### src/rtl/cpu_types_pkg.sv
// Shared CPU types for the front end.
//   word_t        : 32-bit machine word
//   HALT_INST     : encoding that stops the fetch stream
//   fetch_state_e : fetch unit FSM states
//   align_word()  : force an address onto a 4-byte boundary
package cpu_types_pkg;

  typedef logic [31:0] word_t;

  localparam word_t HALT_INST = 32'hFFFF_FFFF;

  typedef enum logic [1:0] {
    FETCH  = 2'd0,
    FULL   = 2'd1,
    HALTED = 2'd2
  } fetch_state_e;

  function automatic word_t align_word(input word_t a);
    return {a[31:2], 2'b00};
  endfunction

endpackage

### src/rtl/fetch_buffer.sv
// Two-entry instruction FIFO holding {instruction, pc} pairs.
// Entry 0 is always the head, so the head outputs come straight from
// registers and never move while the head is not dequeued.
//   clk_i, rst_i     : clock, synchronous active-high reset
//   flush_i          : drop all entries (wins over enq/deq)
//   enq_i            : push enq_inst_i / enq_pc_i
//   deq_i            : pop the head
//   count_o          : number of valid entries (0..2)
//   head_inst_o/pc_o : head entry
module fetch_buffer
  import cpu_types_pkg::*;
(
  input  logic       clk_i,
  input  logic       rst_i,
  input  logic       flush_i,
  input  logic       enq_i,
  input  word_t      enq_inst_i,
  input  word_t      enq_pc_i,
  input  logic       deq_i,
  output logic [1:0] count_o,
  output word_t      head_inst_o,
  output word_t      head_pc_o
);

  logic [1:0] count_q;
  word_t      inst0_q, pc0_q, inst1_q, pc1_q;

  always_ff @(posedge clk_i) begin
    if (rst_i || flush_i) begin
      count_q <= 2'd0;
    end else begin
      unique case ({enq_i, deq_i})
        2'b10: begin
          if (count_q == 2'd0) begin
            inst0_q <= enq_inst_i;
            pc0_q   <= enq_pc_i;
          end else begin
            inst1_q <= enq_inst_i;
            pc1_q   <= enq_pc_i;
          end
          count_q <= count_q + 2'd1;
        end
        2'b01: begin
          inst0_q <= inst1_q;
          pc0_q   <= pc1_q;
          count_q <= count_q - 2'd1;
        end
        2'b11: begin
          // Count unchanged; the new word lands behind whatever remains.
          if (count_q == 2'd1) begin
            inst0_q <= enq_inst_i;
            pc0_q   <= enq_pc_i;
          end else begin
            inst0_q <= inst1_q;
            pc0_q   <= pc1_q;
            inst1_q <= enq_inst_i;
            pc1_q   <= enq_pc_i;
          end
        end
        default: ;
      endcase
    end
  end

  assign count_o     = count_q;
  assign head_inst_o = inst0_q;
  assign head_pc_o   = pc0_q;

endmodule

### src/rtl/fetch_unit.sv
// Instruction fetch unit: issues word-aligned reads, buffers up to two
// returned instructions, handles redirects and a sticky halt.
//   CLK, RST              : clock, synchronous active-high reset
//   imemREN/imemaddr      : memory read request and address (PC register)
//   ihit/imemload         : memory returns imemload for imemaddr this cycle
//   inst_valid/inst/...   : head of the instruction buffer, inst_npc = pc+4
//   inst_ready            : consumer takes the head this cycle
//   redirect/redirect_pc  : flush and restart fetching at redirect_pc
//   halt                  : the halt word has been consumed (sticky)
module fetch_unit
  import cpu_types_pkg::*;
#(
  parameter word_t PC_INIT   = 32'h0,
  parameter int    BUF_DEPTH = 2
) (
  input  logic  CLK,
  input  logic  RST,
  output logic  imemREN,
  output word_t imemaddr,
  input  logic  ihit,
  input  word_t imemload,
  output logic  inst_valid,
  output word_t inst,
  output word_t inst_pc,
  output word_t inst_npc,
  input  logic  inst_ready,
  input  logic  redirect,
  input  word_t redirect_pc,
  output logic  halt
);

  localparam logic [1:0] DEPTH_C = 2'(BUF_DEPTH);

  fetch_state_e state_q;
  word_t        pc_q;
  logic         halt_q;
  logic [1:0]   cnt;
  word_t        head_inst, head_pc;
  logic         redir, ren, enq, head_vld, deq;

  // Once the halt word has been consumed the core is parked; only RST
  // restarts it, so redirect is ignored from then on.
  assign redir    = redirect && !halt_q;
  assign ren      = (state_q == FETCH) && !RST;
  assign enq      = ren && ihit && !redir;
  assign head_vld = (cnt != 2'd0) && !RST;
  assign deq      = head_vld && inst_ready && !redir;

  fetch_buffer u_buf (
    .clk_i       (CLK),
    .rst_i       (RST),
    .flush_i     (redir),
    .enq_i       (enq),
    .enq_inst_i  (imemload),
    .enq_pc_i    (pc_q),
    .deq_i       (deq),
    .count_o     (cnt),
    .head_inst_o (head_inst),
    .head_pc_o   (head_pc)
  );

  always_ff @(posedge CLK) begin
    if (RST) begin
      state_q <= FETCH;
      pc_q    <= PC_INIT;
      halt_q  <= 1'b0;
    end else if (redir) begin
      state_q <= FETCH;
      pc_q    <= align_word(redirect_pc);
    end else begin
      if (deq && head_inst == HALT_INST) halt_q <= 1'b1;
      // The halt word's own fetch still advances PC; after that no fetch
      // happens in HALTED, so PC stays put.
      if (enq) pc_q <= pc_q + 32'd4;
      unique case (state_q)
        FETCH: begin
          if (enq && imemload == HALT_INST)
            state_q <= HALTED;
          else if (enq && !deq && cnt == DEPTH_C - 2'd1)
            state_q <= FULL;
        end
        FULL:    if (deq) state_q <= FETCH;
        HALTED:  ;
        default: state_q <= FETCH;
      endcase
    end
  end

  assign imemREN    = ren;
  assign imemaddr   = pc_q;
  assign inst_valid = head_vld;
  assign inst       = head_inst;
  assign inst_pc    = head_pc;
  assign inst_npc   = head_pc + 32'd4;
  assign halt       = halt_q;

endmodule

### config.mk
export PLATFORM = sky130hd
export DESIGN_NAME = fetch_unit
export DESIGN_NICKNAME = d
export VERILOG_FILES = /design/src/rtl/cpu_types_pkg.sv /design/src/rtl/fetch_buffer.sv /design/src/rtl/fetch_unit.sv
export SDC_FILE = /design/constraint.sdc
export NUM_CORES = 1
export LEC_CHECK = 0
export CORE_AREA = 2 2 123 125
export CTS_CLUSTER_DIAMETER = 80
export DETAILED_ROUTE_END_ITERATION = 6
export DIE_AREA = 0 0 125 127
export PLACE_DENSITY = 0.81
export SYNTH_ARGS = -nofsm -noshare
export SYNTH_HDL_FRONTEND = slang
export SYNTH_SLANG_ARGS = --single-unit
### constraint.sdc
create_clock -name CLK -period 14.06 [get_ports CLK]
set_input_delay 1.406 -clock CLK [delete_from_list [all_inputs] [get_ports CLK]]
set_output_delay 1.406 -clock CLK [all_outputs]
set_load 0.01 [all_outputs]
[Word level (Yosys, flattened, before mapping)]
Index checks and enable logic that the tools add are counted.
Storage, ports and cells
  logic and storage cells: 76
  output and inout bits: 131
  input bits: 69
  bits in registers: 165
Cells by class
  multiplexer cells: 19
  $add $sub $neg: 4
  eq/ne operators: 13
  bitwise logic cells: 3
  reductions and logical operators: 28
Operator list (count)
  $mux 32: 10
  $pmux 32 s3: 2
  $pmux 32 s2: 2
  $add 32x3->32 const B: 2
  $eq 32x32->1 const B: 2
  $logic_and 1x1->1: 11
  $reduce_bool 2->1: 4
  $eq 2x1->1 const B: 3
  $eq 2x2->1 const B: 3
  $mux 2: 3
  $ne 2x2->1 const B: 3
  $pmux 2 s3: 1
  $reduce_and 3->1: 2
  $logic_not 1->1: 4
  $logic_not 2->1: 2
  $pmux 2 s2: 1
  $reduce_and 4->1: 1
  $ne 3x1->1 const B: 1
  $not 1->1: 3
  $reduce_bool 3->1: 1
  $add 2x1->2 const B: 1
  $ne 2x1->1 const B: 1
  $reduce_and 2->1: 1
  $reduce_or 2->1: 1
  2 further kinds: 2

[Depth between registers and ports, before layout]
Gate-level depths: netlist of run 1.
  depth after elaboration: 10
  mapped depth: 11
  mapped depth without buffers: 10

[Cells and area by module]
From an unflattened synthesis of run 1, not the netlist that was laid out.
Unflattened totals
  cells, all modules: 735
  area total of the unflattened synthesis: 8912.3 µm²
By module, submodules not included
  fetch_buffer: sequential area each 3883.7 µm², cells an instance 372, times used 1, area each 6227.2 µm²
  fetch_unit: sequential area each 660.6 µm², cells an instance 363, times used 1, area each 2685.1 µm²

[Least setup slack after synthesis of run 1]
Ideal clock, no wire load.
  kind: input-to-reg
  start point: in RST
  end point: reg u_buf.inst0_q[0], in the netlist u_buf.head_inst_o[0] (enable)
  library setup time: 0.558 ns
  arrival time: 6.726 ns
  slack: 6.776 ns
  cell stages on the path: 8
  cell sequence: clkbuf_1 inv_1 and4_1 clkbuf_1 inv_2 ha_1 nor2b_1 nor3_1
On the way
  cells in the longest elaborated chain, start to end: 7
  elaborated cells between the ends (all ways): 15
  classes of those cells: 4 x eq/ne; 1 x bitwise; 10 x reduce/logical
Ends and longest elaborated chain
  start: declaration: line fetch_unit.sv:17  | input logic RST,
  $logic_not 1->1: line fetch_unit.sv:44, fetch_unit.sv:46
  $logic_and 1x1->1 (on tied branches): line fetch_unit.sv:46, fetch_unit.sv:44
  $logic_and 1x1->1 (on tied branches) (2 in a row): line fetch_unit.sv:47, fetch_unit.sv:45
  $eq 2x2->1 / $eq 2x1->1 (equally long branches): line fetch_buffer.sv:32  | unique case ({enq_i, deq_i})
  $ne 2x1->1 (no line) / $reduce_bool 3->1 (equally long branches)
  $reduce_and 3->1 (no line) (*)
  end signal: assignment: line fetch_buffer.sv:35  | inst0_q <= enq_inst_i;
  end signal: assignment: line fetch_buffer.sv:44  | inst0_q <= inst1_q;
  end signal: assignment: line fetch_buffer.sv:51  | inst0_q <= enq_inst_i;
  end: declaration: line fetch_buffer.sv:26  | word_t inst0_q, pc0_q, inst1_q, pc1_q;
Every way passes the cells marked *; elsewhere a longest branch is shown, timed or not.
A chain may end at the register's enable or synchronous reset.

[Worst setup path after layout of run 1]
  start point: in RST
  end point: reg u_buf.pc1_q[7] (enable)
On the way
  cells in the longest elaborated chain, start to end: 7
  elaborated cells between the ends (all ways): 15
  classes of those cells: 4 x eq/ne; 1 x bitwise; 10 x reduce/logical
Ends and longest elaborated chain
  $logic_not 1->1: line fetch_unit.sv:44, fetch_unit.sv:46
  $logic_and 1x1->1 (on tied branches): line fetch_unit.sv:46, fetch_unit.sv:44
  $logic_and 1x1->1 (on tied branches) (2 in a row): line fetch_unit.sv:47, fetch_unit.sv:45
  $eq 2x2->1: line fetch_buffer.sv:32
  $ne 2x2->1 (no line) / $reduce_bool 2->1 (equally long branches)
  $reduce_and 4->1 (no line) (*)
  end signal: assignment: line fetch_buffer.sv:39  | pc1_q <= enq_pc_i;
  end signal: assignment: line fetch_buffer.sv:57  | pc1_q <= enq_pc_i;
  end: declaration: line fetch_buffer.sv:26
Marked as above.

==> results of run 1 <==
power by group through the flow:
stage / clock network (W) / logic [W] / registers, W
detailed placement: 0 / 0.0000849 / 0.000544
CTS: 0.000538 / 0.0000858 / 0.000534
finish: 0.000534 / 0.0000860 / 0.000535
global placement: 0 / 0.0000822 / 0.000543
floorplan: 0 / 0.0000353 / 0.000541
global route: 0.000559 / 0.0000923 / 0.000536
final timing paths:
path	slack (ns)	endpoint	startpoint	depth (start not counted)
max	9.08	u_buf.pc1_q[7]	RST	10
min	0.50	u_buf.count_o[1]	u_buf.count_o[1]	2
max reg2reg	10.25	u_buf.pc1_q[7]	state_q[1]	8
min reg2reg	0.50	u_buf.count_o[1]	u_buf.count_o[1]	2
worst min-delay path, delay by kind of cell (launching register included):
family,cells,cell delay [ns]
flops,1,0.30
buf+inv,1,0.09
compound gates,1,0.07
metrics by stage:
step / hold slack (ns) / setup WS, ns / std cells / util, %
after floorplan: 0.463 / 6.78 / 585 / -
after global placement: 0.474 / 8.87 / 926 / 64.1
after detailed placement: 0.496 / 8.73 / 926 / 64.1
after CTS: 0.507 / 9.11 / 958 / 68.9
after global routing: 0.525 / 8.85 / 958 / 68.9
final: 0.503 / 9.08 / 958 / 68.9
cell usage after synthesis, types with 11 or more instances:
library cell               instances
sky130_fd_sc_hd__xnor2_1          25
sky130_fd_sc_hd__clkbuf_1         28
sky130_fd_sc_hd__dfxtp_1          35
sky130_fd_sc_hd__nor2_1           19
sky130_fd_sc_hd__nand4_1          39
sky130_fd_sc_hd__nand3_1          34
sky130_fd_sc_hd__or4_1            12
sky130_fd_sc_hd__nand2_1          26
sky130_fd_sc_hd__a22o_1           62
sky130_fd_sc_hd__xor2_1           13
sky130_fd_sc_hd__a31oi_1          14
sky130_fd_sc_hd__o21ai_0          20
sky130_fd_sc_hd__edfxtp_1        124
sky130_fd_sc_hd__and3_1           11
registers in the layout, indices dropped and copies added (netlist names):
| signal | flops |
|---|---|
| halt | 1 |
| imemaddr | 30 |
| state_q | 2 |
| u_buf.count_o | 2 |
| u_buf.head_inst_o | 32 |
| u_buf.head_pc_o | 30 |
| u_buf.inst1_q | 32 |
| u_buf.pc1_q | 30 |
kinds of logic after synthesis:
logic type                 synth area share, %
AOI/OAI and AO/OA                         14.1
other                                   0.0521
buffers and inverters                     2.94
adders and majority gates                 1.39
xor gates and xnor gates                  4.62
and+or+nand+nor                           15.4
DFF                                       61.5
cell usage in the layout, fill, tap and decap left out, types with 8 or more instances in the layout:
cell / synthesis / layout
sky130_fd_sc_hd__clkdlybuf4s50_1: 0 / 191
sky130_fd_sc_hd__nand3_1: 34 / 34
sky130_fd_sc_hd__inv_1: 9 / 9
sky130_fd_sc_hd__dfxtp_1: 35 / 35
sky130_fd_sc_hd__clkbuf_16: 0 / 17
sky130_fd_sc_hd__nand2_1: 26 / 25
sky130_fd_sc_hd__nand4_1: 39 / 39
sky130_fd_sc_hd__a22o_1: 62 / 62
sky130_fd_sc_hd__nor2_1: 19 / 17
sky130_fd_sc_hd__or3_1: 10 / 10
sky130_fd_sc_hd__a31oi_1: 14 / 14
sky130_fd_sc_hd__xor2_1: 13 / 13
sky130_fd_sc_hd__xnor2_1: 25 / 25
sky130_fd_sc_hd__and4_1: 9 / 9
sky130_fd_sc_hd__and3_1: 11 / 11
sky130_fd_sc_hd__edfxtp_1: 124 / 124
sky130_fd_sc_hd__a21oi_1: 8 / 8
sky130_fd_sc_hd__or4_1: 12 / 12
sky130_fd_sc_hd__o21ai_0: 20 / 20
sky130_fd_sc_hd__ha_1: 8 / 8
metal layers:
metal / share of wire [%] / GRT usage [%] / vias up
met5: 0 / 0 / -
met4: 2.5 / 10.2 / 0
met3: 6.8 / 3.85 / 36
met2: 49 / 39.2 / 302
met1: 41 / 33.0 / 2832
li1: - / - / 2659
layout make-up:
class	instances	area (µm²)	area share, %
Inverter	11	41.3	0.415
Clock buffer	18	429	4.32
Tap cell	184	230	2.32
Clock inverter	14	263	2.64
Timing Repair Buffer	196	1950	19.6
Sequential cell	159	4420	44.5
Multi-Input combinational cell	376	2610	26.2
==> flow_summary.html, run 1 <==
<table>
<tr><th>Metric</th><th>Value</th></tr>
<tr><th colspan="2">Status</th></tr>
<tr><td>Outcome</td><td>finished clean</td></tr>
<tr><th colspan="2">Worst hold path</th></tr>
<tr><td>Worst hold path class</td><td>flop to flop</td></tr>
<tr><th colspan="2">Timing</th></tr>
<tr><td>Maximum achievable frequency</td><td>0.201 GHz</td></tr>
<tr><td>Setup repair after global routing missed its margin</td><td>no</td></tr>
<tr><td>Worst Clk Skew</td><td>0.00691 ns</td></tr>
<tr><td>Share of the clock period used by the worst path after layout</td><td>35.4%</td></tr>
<tr><td>Period minus WS final</td><td>4.98 ns</td></tr>
<tr><td>Final count of negative-setup-slack endpoints</td><td>0</td></tr>
<tr><td>Hold violation total from the final report</td><td>0</td></tr>
<tr><td>Relative slew margins</td><td>17.4%</td></tr>
<tr><td>Sum of negative setup slack</td><td>0 ns</td></tr>
<tr><td>Slew at the pin with the worst max-slew slack</td><td>1.23 ns</td></tr>
<tr><td>Max-slew violation count</td><td>0</td></tr>
<tr><th colspan="2">Finish</th></tr>
<tr><td>Fin area</td><td>0.00994 mm²</td></tr>
<tr><td>Area growth from synthesis to layout</td><td>38.1%</td></tr>
<tr><td>Diode insertion count for antenna repair</td><td>0</td></tr>
<tr><td>Proportion of layout cells with a drive suffix above 1</td><td>5.68%</td></tr>
<tr><td>Net total in the final layout</td><td>838</td></tr>
<tr><td>Fill cell instance count of the final layout</td><td>978</td></tr>
<tr><th colspan="2">Worst setup path</th></tr>
<tr><td>Critical path's most frequent cell</td><td>sky130_fd_sc_hd__buf_4</td></tr>
<tr><td>Kind of cell adding the most delay to the critical path</td><td>simple AND/OR/NAND/NOR gates</td></tr>
<tr><td>Type of element capturing the critical path</td><td>flop</td></tr>
<tr><td>Data required time of the critical path</td><td>14.11 ns</td></tr>
<tr><td>Worst Setup Start Kind</td><td>input port</td></tr>
<tr><td>CP Cell Sequence</td><td>clkdlybuf4s50_1, buf_4, nor4b_4, nand2_1, inv_2, ha_1, nor2b_1, o21ai_0, nor2_4, buf_4</td></tr>
<tr><td>Slowest stage cell, crit path</td><td>sky130_fd_sc_hd__nor4b_4</td></tr>
<tr><td>Crit path kind</td><td>input port to flop</td></tr>
<tr><td>Data arrival time of the critical path</td><td>5.03 ns</td></tr>
<tr><td>Bufs and invs on worst path</td><td>4</td></tr>
<tr><td>Maximum cell stage delay along the critical path</td><td>0.78 ns</td></tr>
<tr><td>Top fanout value on the critical path</td><td>51</td></tr>
<tr><th colspan="2">Power</th></tr>
<tr><td>Overall power</td><td>0.00116 W</td></tr>
<tr><td>Switching part of the total power</td><td>20.6%</td></tr>
<tr><td>Max IR drop VDD</td><td>0.0000988 V</td></tr>
<tr><td>Net load switching power</td><td>0.000238 W</td></tr>
<tr><td>Relative contribution of combinational cells to total power</td><td>7.4%</td></tr>
<tr><td>Leakage</td><td>3.33 nW</td></tr>
<tr><td>Clk pwr share</td><td>46.2%</td></tr>
<tr><td>Sequential cell fraction of total power</td><td>46.3%</td></tr>
<tr><td>Power density relative to cell area</td><td>116 mW/mm²</td></tr>
<tr><td>Pint</td><td>0.000918 W</td></tr>
<tr><th colspan="2">Drt</th></tr>
<tr><td>Via/cell ratio</td><td>6.08</td></tr>
<tr><td>Number of iterations in the first detailed-routing pass</td><td>5</td></tr>
<tr><td>DRT antenna net count</td><td>0</td></tr>
<tr><td>Final routed wire length divided by cell count</td><td>20.1 µm</td></tr>
<tr><td>Count of routing violations after the opening detailed-route iteration</td><td>588</td></tr>
<tr><td>Total wirelength of the detailed-routed design</td><td>19.2 mm</td></tr>
<tr><td>Routed vias</td><td>5829</td></tr>
<tr><td>Post-detailed-route DRC marker count</td><td>0</td></tr>
<tr><th colspan="2">Synth</th></tr>
<tr><td>Number of synthesized flops with an enable pin</td><td>124</td></tr>
<tr><td>Post-synthesis sequential area ratio</td><td>61.5%</td></tr>
<tr><td>Most used flip-flop cell after synthesis</td><td>sky130_fd_sc_hd__edfxtp_1</td></tr>
<tr><td>#FFs+latches synth</td><td>159</td></tr>
<tr><td>Cell variety after synth</td><td>48</td></tr>
<tr><td>Cell area after technology mapping</td><td>0.00720 mm²</td></tr>
<tr><td>Cell count after synthesis</td><td>580</td></tr>
<tr><td>Yosys warns</td><td>0</td></tr>
<tr><td>Post-synth ARST share</td><td>0%</td></tr>
<tr><td>Area fraction of the dominant cell type after synthesis</td><td>51.7%</td></tr>
<tr><td>Post-synthesis cell type with the largest combined area</td><td>sky130_fd_sc_hd__edfxtp_1</td></tr>
<tr><td>Largest cells by area after synthesis</td><td>sky130_fd_sc_hd__edfxtp_1 (52%), sky130_fd_sc_hd__dfxtp_1 (9.7%), sky130_fd_sc_hd__a22o_1 (7.5%), sky130_fd_sc_hd__nand4_1 (3.4%), sky130_fd_sc_hd__xnor2_1 (3.0%)</td></tr>
<tr><td>Mean post-synth cell area</td><td>12.4 µm²</td></tr>
<tr><th colspan="2">Clock tree</th></tr>
<tr><td>Clock tree from TritonCTS</td><td>done</td></tr>
<tr><td>H-tree Lvls</td><td>4</td></tr>
<tr><td>Clock-pin slew reported for the worst setup and hold paths after clock tree synthesis</td><td>0.06 ns</td></tr>
<tr><td>Clock sinks</td><td>159</td></tr>
<tr><td>Worst-Skew Late Latency</td><td>0.42 ns</td></tr>
<tr><td>Number of buffers created by CTS</td><td>17</td></tr>
<tr><td>Total of hold buffers inserted after clock tree synthesis</td><td>0</td></tr>
<tr><td>Post-cts gate resize count</td><td>0</td></tr>
<tr><td>Post-CTS setup buffer count</td><td>0</td></tr>
<tr><td>Maximum buffer depth of the clock tree</td><td>2</td></tr>
<tr><td>Clock root buffer</td><td>sky130_fd_sc_hd__clkbuf_16</td></tr>
<tr><th colspan="2">Global route</th></tr>
<tr><td>Antenna violations before repair</td><td>0</td></tr>
<tr><td>Sum of overflow across all layers after global routing</td><td>0</td></tr>
<tr><td>Pin count of the biggest net entering global routing</td><td>63</td></tr>
<tr><td>Global-route total usage across every layer</td><td>24.2%</td></tr>
<tr><td>Wire length of the first global-routing pass</td><td>30.3 mm</td></tr>
<tr><td>Vias in the first global route</td><td>5544</td></tr>
<tr><th colspan="2">Die</th></tr>
<tr><td>Die X-Extent</td><td>125 µm</td></tr>
<tr><td>Number of top-level design ports</td><td>200</td></tr>
<tr><td>Starting utilization of the core area</td><td>49.9%</td></tr>
<tr><td>Die height</td><td>127 µm</td></tr>
<tr><td>Die outline area</td><td>0.0159 mm²</td></tr>
<tr><td>Core area</td><td>0.0144 mm²</td></tr>
<tr><td>Number of placement rows</td><td>44</td></tr>
<tr><th colspan="2">Job</th></tr>
<tr><td># Max-Cap Violations</td><td>0</td></tr>
<tr><th colspan="2">Placed design</th></tr>
<tr><td>Buffers on Ports</td><td>191</td></tr>
<tr><td>Post-detailed-placement cell area</td><td>0.00925 mm²</td></tr>
<tr><td>Post-detailed-placement half-perimeter wirelength</td><td>13.3 mm</td></tr>
<tr><td>GP Congestion</td><td>0.884</td></tr>
</table>
Note: power is estimated with default switching activity, not from simulation.
==> inputs of run 2 (changes only) <==
CORE_AREA = 2 2 126 128   (was 2 2 123 125)
DIE_AREA = 0 0 128 130   (was 0 0 125 127)
PLACE_DENSITY = 0.78   (was 0.81)
clock period = 4.78 ns   (was 14.06 ns; I/O delays follow)
==> flow_summary.html, run 2 (synthesis results as in run 1) <==
<table>
<tr><th>Metric</th><th>Value</th></tr>
<tr><th colspan="2">Placed design</th></tr>
<tr><td>Post-detailed-placement half-perimeter wirelength</td><td>13.5 mm (+1.4%)</td></tr>
<tr><td>Number of placed instances, taps included</td><td>936 (+1.1%)</td></tr>
<tr><td>Buffers on Ports</td><td>191 (unchanged)</td></tr>
<tr><td>GP Congestion</td><td>0.868 (-1.8%)</td></tr>
<tr><th colspan="2">Global route</th></tr>
<tr><td>Antenna violations before repair</td><td>0 (unchanged)</td></tr>
<tr><td>Vias in the first global route</td><td>5432 (-2.0%)</td></tr>
<tr><td>Pin count of the biggest net entering global routing</td><td>63 (unchanged)</td></tr>
<tr><td>Global-route total usage across every layer</td><td>22.4% (-1.8 points)</td></tr>
<tr><td>Wire length of the first global-routing pass</td><td>28.8 mm (-5.3%)</td></tr>
<tr><td>Sum of overflow across all layers after global routing</td><td>0 (unchanged)</td></tr>
<tr><th colspan="2">Timing</th></tr>
<tr><td>Final count of negative-setup-slack endpoints</td><td>0 (unchanged)</td></tr>
<tr><td>Period minus WS final</td><td>3.66 ns</td></tr>
<tr><td>Maximum achievable frequency</td><td>0.273 GHz</td></tr>
<tr><td>Setup repair after global routing missed its margin</td><td>no</td></tr>
<tr><td>Worst Clk Skew</td><td>0.00929 ns (+0.00238 ns)</td></tr>
<tr><td>Slew at the pin with the worst max-slew slack</td><td>0.935 ns (-0.299 ns)</td></tr>
<tr><td>Sum of negative setup slack</td><td>0 ns (unchanged)</td></tr>
<tr><td>Share of the clock period used by the worst path after layout</td><td>76.5%</td></tr>
<tr><td>Max-slew violation count</td><td>0 (unchanged)</td></tr>
<tr><td>Relative slew margins</td><td>37.1% (+20 points)</td></tr>
<tr><td>Hold violation total from the final report</td><td>0 (unchanged)</td></tr>
<tr><th colspan="2">Clock tree</th></tr>
<tr><td>Worst-Skew Late Latency</td><td>0.42 ns (about the same)</td></tr>
<tr><td>Clock sinks</td><td>159 (unchanged)</td></tr>
<tr><td>Post-CTS setup buffer count</td><td>0 (unchanged)</td></tr>
<tr><td>Post-cts gate resize count</td><td>0 (unchanged)</td></tr>
<tr><td>Maximum buffer depth of the clock tree</td><td>2 (unchanged)</td></tr>
<tr><td>Clock tree from TritonCTS</td><td>done</td></tr>
<tr><td>Clock root buffer</td><td>sky130_fd_sc_hd__clkbuf_16</td></tr>
<tr><td>Number of buffers created by CTS</td><td>17 (unchanged)</td></tr>
<tr><td>Total of hold buffers inserted after clock tree synthesis</td><td>0 (unchanged)</td></tr>
<tr><td>H-tree Lvls</td><td>4 (unchanged)</td></tr>
<tr><td>Clock-pin slew reported for the worst setup and hold paths after clock tree synthesis</td><td>0.06 ns (about the same)</td></tr>
<tr><th colspan="2">Finish</th></tr>
<tr><td>Final core utilization</td><td>63.8% (-5.1 points)</td></tr>
<tr><td>Leading cell type in the layout, fill and taps excluded</td><td>sky130_fd_sc_hd__clkdlybuf4s50_1</td></tr>
<tr><td>Layout Cells excl Fill</td><td>968 (+1.0%)</td></tr>
<tr><td>Area used by multi-input combinational logic</td><td>0.00261 mm² (+0.24%)</td></tr>
<tr><td>Area growth from synthesis to layout</td><td>36.7%</td></tr>
<tr><td>Net total in the final layout</td><td>840 (+0.24%)</td></tr>
<tr><td>Diode insertion count for antenna repair</td><td>0 (unchanged)</td></tr>
<tr><td>Fill cell instance count of the final layout</td><td>1158 (+18%)</td></tr>
<tr><td>Most frequent cells in the layout</td><td>sky130_fd_sc_hd__clkdlybuf4s50_1 (191), sky130_fd_sc_hd__edfxtp_1 (124), sky130_fd_sc_hd__a22o_1 (62), sky130_fd_sc_hd__nand4_1 (39), sky130_fd_sc_hd__dfxtp_1 (35)</td></tr>
<tr><td>Proportion of layout cells with a drive suffix above 1</td><td>5.28% (-0.40 points)</td></tr>
<tr><td>Storage cell area</td><td>0.00442 mm² (unchanged)</td></tr>
<tr><th colspan="2">Drt</th></tr>
<tr><td>Post-detailed-route DRC marker count</td><td>0 (unchanged)</td></tr>
<tr><td>Routed vias</td><td>5775 (-0.93%)</td></tr>
<tr><td>Final routed wire length divided by cell count</td><td>19.5 µm (-2.8%)</td></tr>
<tr><td>Top routing layer in use</td><td>met4</td></tr>
<tr><td>Wire length on met3</td><td>1.14 mm (-14%)</td></tr>
<tr><td>Total wirelength of the detailed-routed design</td><td>18.9 mm (-1.8%)</td></tr>
<tr><td>DRT antenna net count</td><td>0 (unchanged)</td></tr>
<tr><td>Met2 layer wire length in the routed design</td><td>9.26 mm (-2.5%)</td></tr>
<tr><td>Number of iterations in the first detailed-routing pass</td><td>5 (unchanged)</td></tr>
<tr><td>Via/cell ratio</td><td>5.97 (-1.9%)</td></tr>
<tr><td>Count of routing violations after the opening detailed-route iteration</td><td>514 (-13%)</td></tr>
<tr><td>Met1 wire length</td><td>8.21 mm (+3.5%)</td></tr>
<tr><th colspan="2">Worst setup path</th></tr>
<tr><td>Maximum cell stage delay along the critical path</td><td>0.81 ns (+0.03 ns)</td></tr>
<tr><td>Data arrival time of the critical path</td><td>3.18 ns (-1.85 ns)</td></tr>
<tr><td>Data required time of the critical path</td><td>4.30 ns (-9.81 ns)</td></tr>
<tr><td>Minimum setup slack among reg-to-reg paths</td><td>1.86 ns (-8.39 ns)</td></tr>
<tr><td>Crit path kind</td><td>flop to primary output</td></tr>
<tr><td>Top fanout value on the critical path</td><td>9 (-82%)</td></tr>
<tr><td>Slowest stage cell, crit path</td><td>sky130_fd_sc_hd__nor4_2</td></tr>
<tr><td>Type of element capturing the critical path</td><td>primary output</td></tr>
<tr><td>CP Cell Sequence</td><td>nand4_1, nor4_2, or4b_1, xnor2_1, clkdlybuf4s50_1</td></tr>
<tr><td>Depth of the worst register-to-register path</td><td>8 (unchanged)</td></tr>
<tr><td>Worst Setup Start Kind</td><td>flop</td></tr>
<tr><th colspan="2">Power</th></tr>
<tr><td>Leakage</td><td>3.26 nW (-2.2%)</td></tr>
<tr><td>Relative contribution of combinational cells to total power</td><td>8.3% (+0.9 points)</td></tr>
<tr><td>Power density relative to cell area</td><td>310 mW/mm² (+170%)</td></tr>
<tr><td>Switching part of the total power</td><td>22.2% (+1.6 points)</td></tr>
<tr><td>Net load switching power</td><td>0.000676 W (+180%)</td></tr>
<tr><td>Clk pwr share</td><td>40.1% (-6.1 points)</td></tr>
<tr><td>Overall power</td><td>0.00305 W (+160%)</td></tr>
<tr><td>Pint</td><td>0.00237 W (+160%)</td></tr>
<tr><td>Sequential cell fraction of total power</td><td>51.6% (+5.3 points)</td></tr>
<tr><td>Max IR drop VDD</td><td>0.000282 V (+190%)</td></tr>
<tr><th colspan="2">Die</th></tr>
<tr><td>Die X-Extent</td><td>128 µm (+2.4%)</td></tr>
<tr><td>Core area</td><td>0.0154 mm² (+6.9%)</td></tr>
<tr><td>Starting utilization of the core area</td><td>46.7% (-3.2 points)</td></tr>
<tr><td>Number of top-level design ports</td><td>200 (unchanged)</td></tr>
<tr><td>Number of placement rows</td><td>46 (+4.5%)</td></tr>
<tr><td>Die height</td><td>130 µm (+2.4%)</td></tr>
<tr><td>Die outline area</td><td>0.0166 mm² (+4.8%)</td></tr>
<tr><th colspan="2">Worst hold path</th></tr>
<tr><td>Worst hold path class</td><td>flop to flop</td></tr>
<tr><td>Worst hold path depth</td><td>2 (unchanged)</td></tr>
<tr><th colspan="2">Job</th></tr>
<tr><td># Max-Cap Violations</td><td>0 (unchanged)</td></tr>
<tr><th colspan="2">Status</th></tr>
<tr><td>Outcome</td><td>finished clean</td></tr>
</table>
## run 2: critical path: cells and delay by family, from the launching register on
kind,cells,cell delay (ns)
buffers and inverters,1,0.56
XOR/XNOR,1,0.18
AND/OR/NAND/NOR,3,1.54
flip-flops,1,0.48
## run 2: through the flow
step / hold slack [ns] / setup slack [ns] / area, µm²
6_report: 0.509 / 1.12 / 9840
5_1_grt: 0.553 / 0.946 / 9840
4_1_cts: 0.505 / 1.08 / 9840
3_5_place_dp: 0.494 / 1.05 / 9310
3_3_place_gp: 0.475 / 1.13 / 9310
2_1_floorplan: 0.463 / 0.336 / 7230
## run 2: worst paths after layout
path,to,start
max,inst_npc[23],u_buf.head_pc_o[7]
min,u_buf.count_o[1],u_buf.count_o[1]
max reg2reg,u_buf.head_pc_o[12],halt
min reg2reg,u_buf.count_o[1],u_buf.count_o[1]
## run 2: layout make-up
type,instances,area share [%]
multi-input combinational,376,26.5
tap,192,2.44
clock inverter,13,1.00
inverter,11,0.420
sequential,159,45.0
timing repair buffer,198,20.2
clock buffer,19,4.40
## run 2: power by group through the flow
| stage | sequential (W) | clock [W] | combinational [W] |
|---|---|---|---|
| after floorplan | 0.00159 | 0 | 0.000104 |
| after global placement | 0.00160 | 0 | 0.000244 |
| after detailed placement | 0.00160 | 0 | 0.000252 |
| after CTS | 0.00157 | 0.00124 | 0.000253 |
| after global routing | 0.00158 | 0.00130 | 0.000272 |
| final | 0.00157 | 0.00122 | 0.000253 |
## run 2: layer usage
layer / vias to the layer above / GRT usage [%]
met5: - / 0
met4: 0 / 7.43
met3: 27 / 4.47
met2: 265 / 36.6
met1: 2809 / 30.5
li1: 2674 / -
==> inputs of run 3 (changes only) <==
clock period = 3.8 ns   (was 4.78 ns; I/O delays follow)
==> flow_summary.html, run 3 (synthesis results as in run 1) <==
<table>
<tr><th>Metric</th><th>Value</th></tr>
<tr><th colspan="2">Status</th></tr>
<tr><td>Outcome</td><td>finished clean</td></tr>
<tr><th colspan="2">Clock tree</th></tr>
<tr><td>Post-CTS setup buffer count</td><td>0 (unchanged)</td></tr>
<tr><td>H-tree Lvls</td><td>4 (unchanged)</td></tr>
<tr><td>Post-cts gate resize count</td><td>0 (unchanged)</td></tr>
<tr><td>Worst-Skew Late Latency</td><td>0.42 ns (about the same)</td></tr>
<tr><td>Total of hold buffers inserted after clock tree synthesis</td><td>0 (unchanged)</td></tr>
<tr><td>Maximum buffer depth of the clock tree</td><td>2 (unchanged)</td></tr>
<tr><td>Number of buffers created by CTS</td><td>17 (unchanged)</td></tr>
<tr><td>Clock root buffer</td><td>sky130_fd_sc_hd__clkbuf_16</td></tr>
<tr><td>Clock-pin slew reported for the worst setup and hold paths after clock tree synthesis</td><td>0.06 ns (about the same)</td></tr>
<tr><td>Clock sinks</td><td>159 (unchanged)</td></tr>
<tr><td>Clock tree from TritonCTS</td><td>done</td></tr>
<tr><th colspan="2">Finish</th></tr>
<tr><td>Leading cell type in the layout, fill and taps excluded</td><td>sky130_fd_sc_hd__clkdlybuf4s50_1</td></tr>
<tr><td>Most frequent cells in the layout</td><td>sky130_fd_sc_hd__clkdlybuf4s50_1 (191), sky130_fd_sc_hd__edfxtp_1 (124), sky130_fd_sc_hd__a22o_1 (62), sky130_fd_sc_hd__nand4_1 (39), sky130_fd_sc_hd__dfxtp_1 (35)</td></tr>
<tr><td>Proportion of layout cells with a drive suffix above 1</td><td>6.03% (+0.75 points)</td></tr>
<tr><td>Diode insertion count for antenna repair</td><td>0 (unchanged)</td></tr>
<tr><td>Area growth from synthesis to layout</td><td>37.7%</td></tr>
<tr><td>Net total in the final layout</td><td>843 (+0.36%)</td></tr>
<tr><td>Fin area</td><td>0.00991 mm² (+0.75%)</td></tr>
<tr><th colspan="2">Drt</th></tr>
<tr><td>Total wirelength of the detailed-routed design</td><td>19.1 mm (+1.0%)</td></tr>
<tr><td>Final routed wire length divided by cell count</td><td>19.7 µm (+0.69%)</td></tr>
<tr><td>Number of iterations in the first detailed-routing pass</td><td>5 (unchanged)</td></tr>
<tr><td>Post-detailed-route DRC marker count</td><td>0 (unchanged)</td></tr>
<tr><td>Routed vias</td><td>5836 (+1.1%)</td></tr>
<tr><td>Count of routing violations after the opening detailed-route iteration</td><td>516 (+0.39%)</td></tr>
<tr><td>Via/cell ratio</td><td>6.01 (+0.74%)</td></tr>
<tr><td>DRT antenna net count</td><td>0 (unchanged)</td></tr>
<tr><th colspan="2">Power</th></tr>
<tr><td>Power density relative to cell area</td><td>404 mW/mm² (+30%)</td></tr>
<tr><td>Relative contribution of combinational cells to total power</td><td>8.0% (-0.3 points)</td></tr>
<tr><td>Pint</td><td>0.00314 W (+33%)</td></tr>
<tr><td>Clk pwr share</td><td>42.5% (+2.4 points)</td></tr>
<tr><td>Max IR drop VDD</td><td>0.000361 V (+28%)</td></tr>
<tr><td>Switching part of the total power</td><td>21.4% (-0.74 points)</td></tr>
<tr><td>Leakage</td><td>3.33 nW (+2.1%)</td></tr>
<tr><td>Net load switching power</td><td>0.000857 W (+27%)</td></tr>
<tr><td>Sequential cell fraction of total power</td><td>49.5% (-2.1 points)</td></tr>
<tr><th colspan="2">Timing</th></tr>
<tr><td>Setup repair after global routing missed its margin</td><td>no</td></tr>
<tr><td>Slew at the pin with the worst max-slew slack</td><td>0.944 ns (+0.00878 ns)</td></tr>
<tr><td>Max-slew violation count</td><td>0 (unchanged)</td></tr>
<tr><td>Min setup slack post-route</td><td>0.491 ns (-0.630 ns)</td></tr>
<tr><td>Period minus WS final</td><td>3.31 ns</td></tr>
<tr><td>Sum of negative setup slack</td><td>0 ns (unchanged)</td></tr>
<tr><td>Final count of negative-setup-slack endpoints</td><td>0 (unchanged)</td></tr>
<tr><td>Share of the clock period used by the worst path after layout</td><td>87.1%</td></tr>
<tr><td>Hold violation total from the final report</td><td>0 (unchanged)</td></tr>
<tr><td>Worst Clk Skew</td><td>0.0104 ns (+0.00113 ns)</td></tr>
<tr><td>Relative slew margins</td><td>36.5% (-0.59 points)</td></tr>
<tr><td>Worst hold slack after final layout</td><td>0.514 ns (+0.00517 ns)</td></tr>
<tr><td>Maximum achievable frequency</td><td>0.302 GHz</td></tr>
<tr><th colspan="2">Die</th></tr>
<tr><td>Core area</td><td>0.0154 mm² (unchanged)</td></tr>
<tr><td>Number of placement rows</td><td>46 (unchanged)</td></tr>
<tr><td>Starting utilization of the core area</td><td>46.7% (unchanged)</td></tr>
<tr><td>Die X-Extent</td><td>128 µm (unchanged)</td></tr>
<tr><td>Number of top-level design ports</td><td>200 (unchanged)</td></tr>
<tr><td>Die height</td><td>130 µm (unchanged)</td></tr>
<tr><td>Die outline area</td><td>0.0166 mm² (unchanged)</td></tr>
<tr><th colspan="2">Worst setup path</th></tr>
<tr><td>Top fanout value on the critical path</td><td>9 (unchanged)</td></tr>
<tr><td>Crit path kind</td><td>flop to primary output</td></tr>
<tr><td>Kind of cell adding the most delay to the critical path</td><td>simple AND/OR/NAND/NOR gates</td></tr>
<tr><td>CP Cell Sequence</td><td>ha_1, and4_1, nor3b_2, nand3_1, xnor2_1, clkdlybuf4s50_1</td></tr>
<tr><td>Type of element capturing the critical path</td><td>primary output</td></tr>
<tr><td>Maximum cell stage delay along the critical path</td><td>0.56 ns (-0.25 ns)</td></tr>
<tr><td>Slowest stage cell, crit path</td><td>sky130_fd_sc_hd__nor3b_2</td></tr>
<tr><td>Depth of the worst register-to-register path</td><td>8 (unchanged)</td></tr>
<tr><td>CP Depth</td><td>6 (+1)</td></tr>
<tr><td>Worst Setup Start Kind</td><td>flop</td></tr>
<tr><td>Data required time of the critical path</td><td>3.42 ns (-0.88 ns)</td></tr>
<tr><td>Data arrival time of the critical path</td><td>2.93 ns (-0.25 ns)</td></tr>
<tr><td>Bufs and invs on worst path</td><td>1 (unchanged)</td></tr>
<tr><th colspan="2">Placed design</th></tr>
<tr><td>Worst setup slack before clock tree synthesis</td><td>0.618 ns (-0.435 ns)</td></tr>
<tr><td>Buffers on Ports</td><td>191 (unchanged)</td></tr>
<tr><td>GP Congestion</td><td>0.826 (-4.8%)</td></tr>
<tr><td>Post-detailed-placement cell area</td><td>0.00932 mm² (+0.11%)</td></tr>
<tr><td>Post-detailed-placement half-perimeter wirelength</td><td>13.4 mm (-0.71%)</td></tr>
<tr><th colspan="2">Worst hold path</th></tr>
<tr><td>Worst hold path depth</td><td>2 (unchanged)</td></tr>
<tr><td>Worst hold path class</td><td>flop to flop</td></tr>
<tr><th colspan="2">Global route</th></tr>
<tr><td>Sum of overflow across all layers after global routing</td><td>0 (unchanged)</td></tr>
<tr><td>Wire length of the first global-routing pass</td><td>29.3 mm (+1.8%)</td></tr>
<tr><td>Vias in the first global route</td><td>5412 (-0.37%)</td></tr>
<tr><td>Antenna violations before repair</td><td>0 (unchanged)</td></tr>
<tr><td>Pin count of the biggest net entering global routing</td><td>63 (unchanged)</td></tr>
<tr><td>Global-route total usage across every layer</td><td>22.7% (+0.25 points)</td></tr>
<tr><th colspan="2">Job</th></tr>
<tr><td># Max-Cap Violations</td><td>0 (unchanged)</td></tr>
</table>
[run 3: changes by cell type in the layout (fill, tap and decap cells not counted)]
cell | before | now
sky130_fd_sc_hd__inv_6 | 0 | 1
sky130_fd_sc_hd__clkbuf_1 | 2 | 4
sky130_fd_sc_hd__buf_4 | 5 | 9
sky130_fd_sc_hd__clkinv_2 | 0 | 4
sky130_fd_sc_hd__clkinvlp_4 | 6 | 1
sky130_fd_sc_hd__bufinv_16 | 1 | 2
sky130_fd_sc_hd__clkinvlp_2 | 1 | 0
sky130_fd_sc_hd__buf_12 | 2 | 1
sky130_fd_sc_hd__clkinv_1 | 5 | 0
sky130_fd_sc_hd__clkbuf_16 | 17 | 19
sky130_fd_sc_hd__clkinv_4 | 0 | 1
[run 3: final cells by class]
class                      instances  area (µm²)
tap                              192         240
sequential                       159        4420
clock inverter                     9         105
timing repair buffer             201        2000
fill                            1189        5510
clock buffer                      23         490
multi-input combinational        376        2610
inverter                          11        41.3
[run 3: final timing paths]
| check | to | startpoint | slack (ns) |
|---|---|---|---|
| worst max-delay path | inst_npc[28] | u_buf.head_pc_o[2] | 0.49 |
| worst min register to register | u_buf.count_o[1] | u_buf.count_o[1] | 0.51 |
| worst min-delay path | u_buf.count_o[1] | u_buf.count_o[1] | 0.51 |
| worst max register to register | u_buf.head_pc_o[12] | state_q[0] | 1.04 |
[run 3: power groups by stage]
stage	clock (W)	sequential, W	combinational, W
2_1_floorplan	0	0.00200	0.000132
3_3_place_gp	0	0.00201	0.000308
3_5_place_dp	0	0.00201	0.000318
4_1_cts	0.00171	0.00198	0.000320
5_1_grt	0.00179	0.00198	0.000345
6_report	0.00170	0.00198	0.000320
[run 3: worst register-to-register path, stage by stage, from the launching register on]
cell and delay [ns]:
sky130_fd_sc_hd__dfxtp_1 0.38, sky130_fd_sc_hd__nor4b_4 0.31, sky130_fd_sc_hd__nand2_1 0.22, sky130_fd_sc_hd__inv_2 0.19
sky130_fd_sc_hd__ha_1 0.21, sky130_fd_sc_hd__nand2_1 0.09, sky130_fd_sc_hd__nand2_2 0.53, sky130_fd_sc_hd__buf_4 0.45
sky130_fd_sc_hd__a22o_1 0.23
[run 3: through the flow]
| step | total power, W | std cells | util, % |
|---|---|---|---|
| floorplan | 0.00213 | 585 | - |
| global placement | 0.00232 | 939 | 60.4 |
| detailed placement | 0.00233 | 939 | 60.4 |
| CTS | 0.00401 | 971 | 64.3 |
| global route | 0.00411 | 971 | 64.3 |
| finish | 0.00400 | 971 | 64.3 |
[run 3: layer usage]
layer  GRT usage, %  wire [µm]
met5              0          0
met4           9.70        473
met3           3.24       1160
met2           36.1       9230
met1           31.5       8230
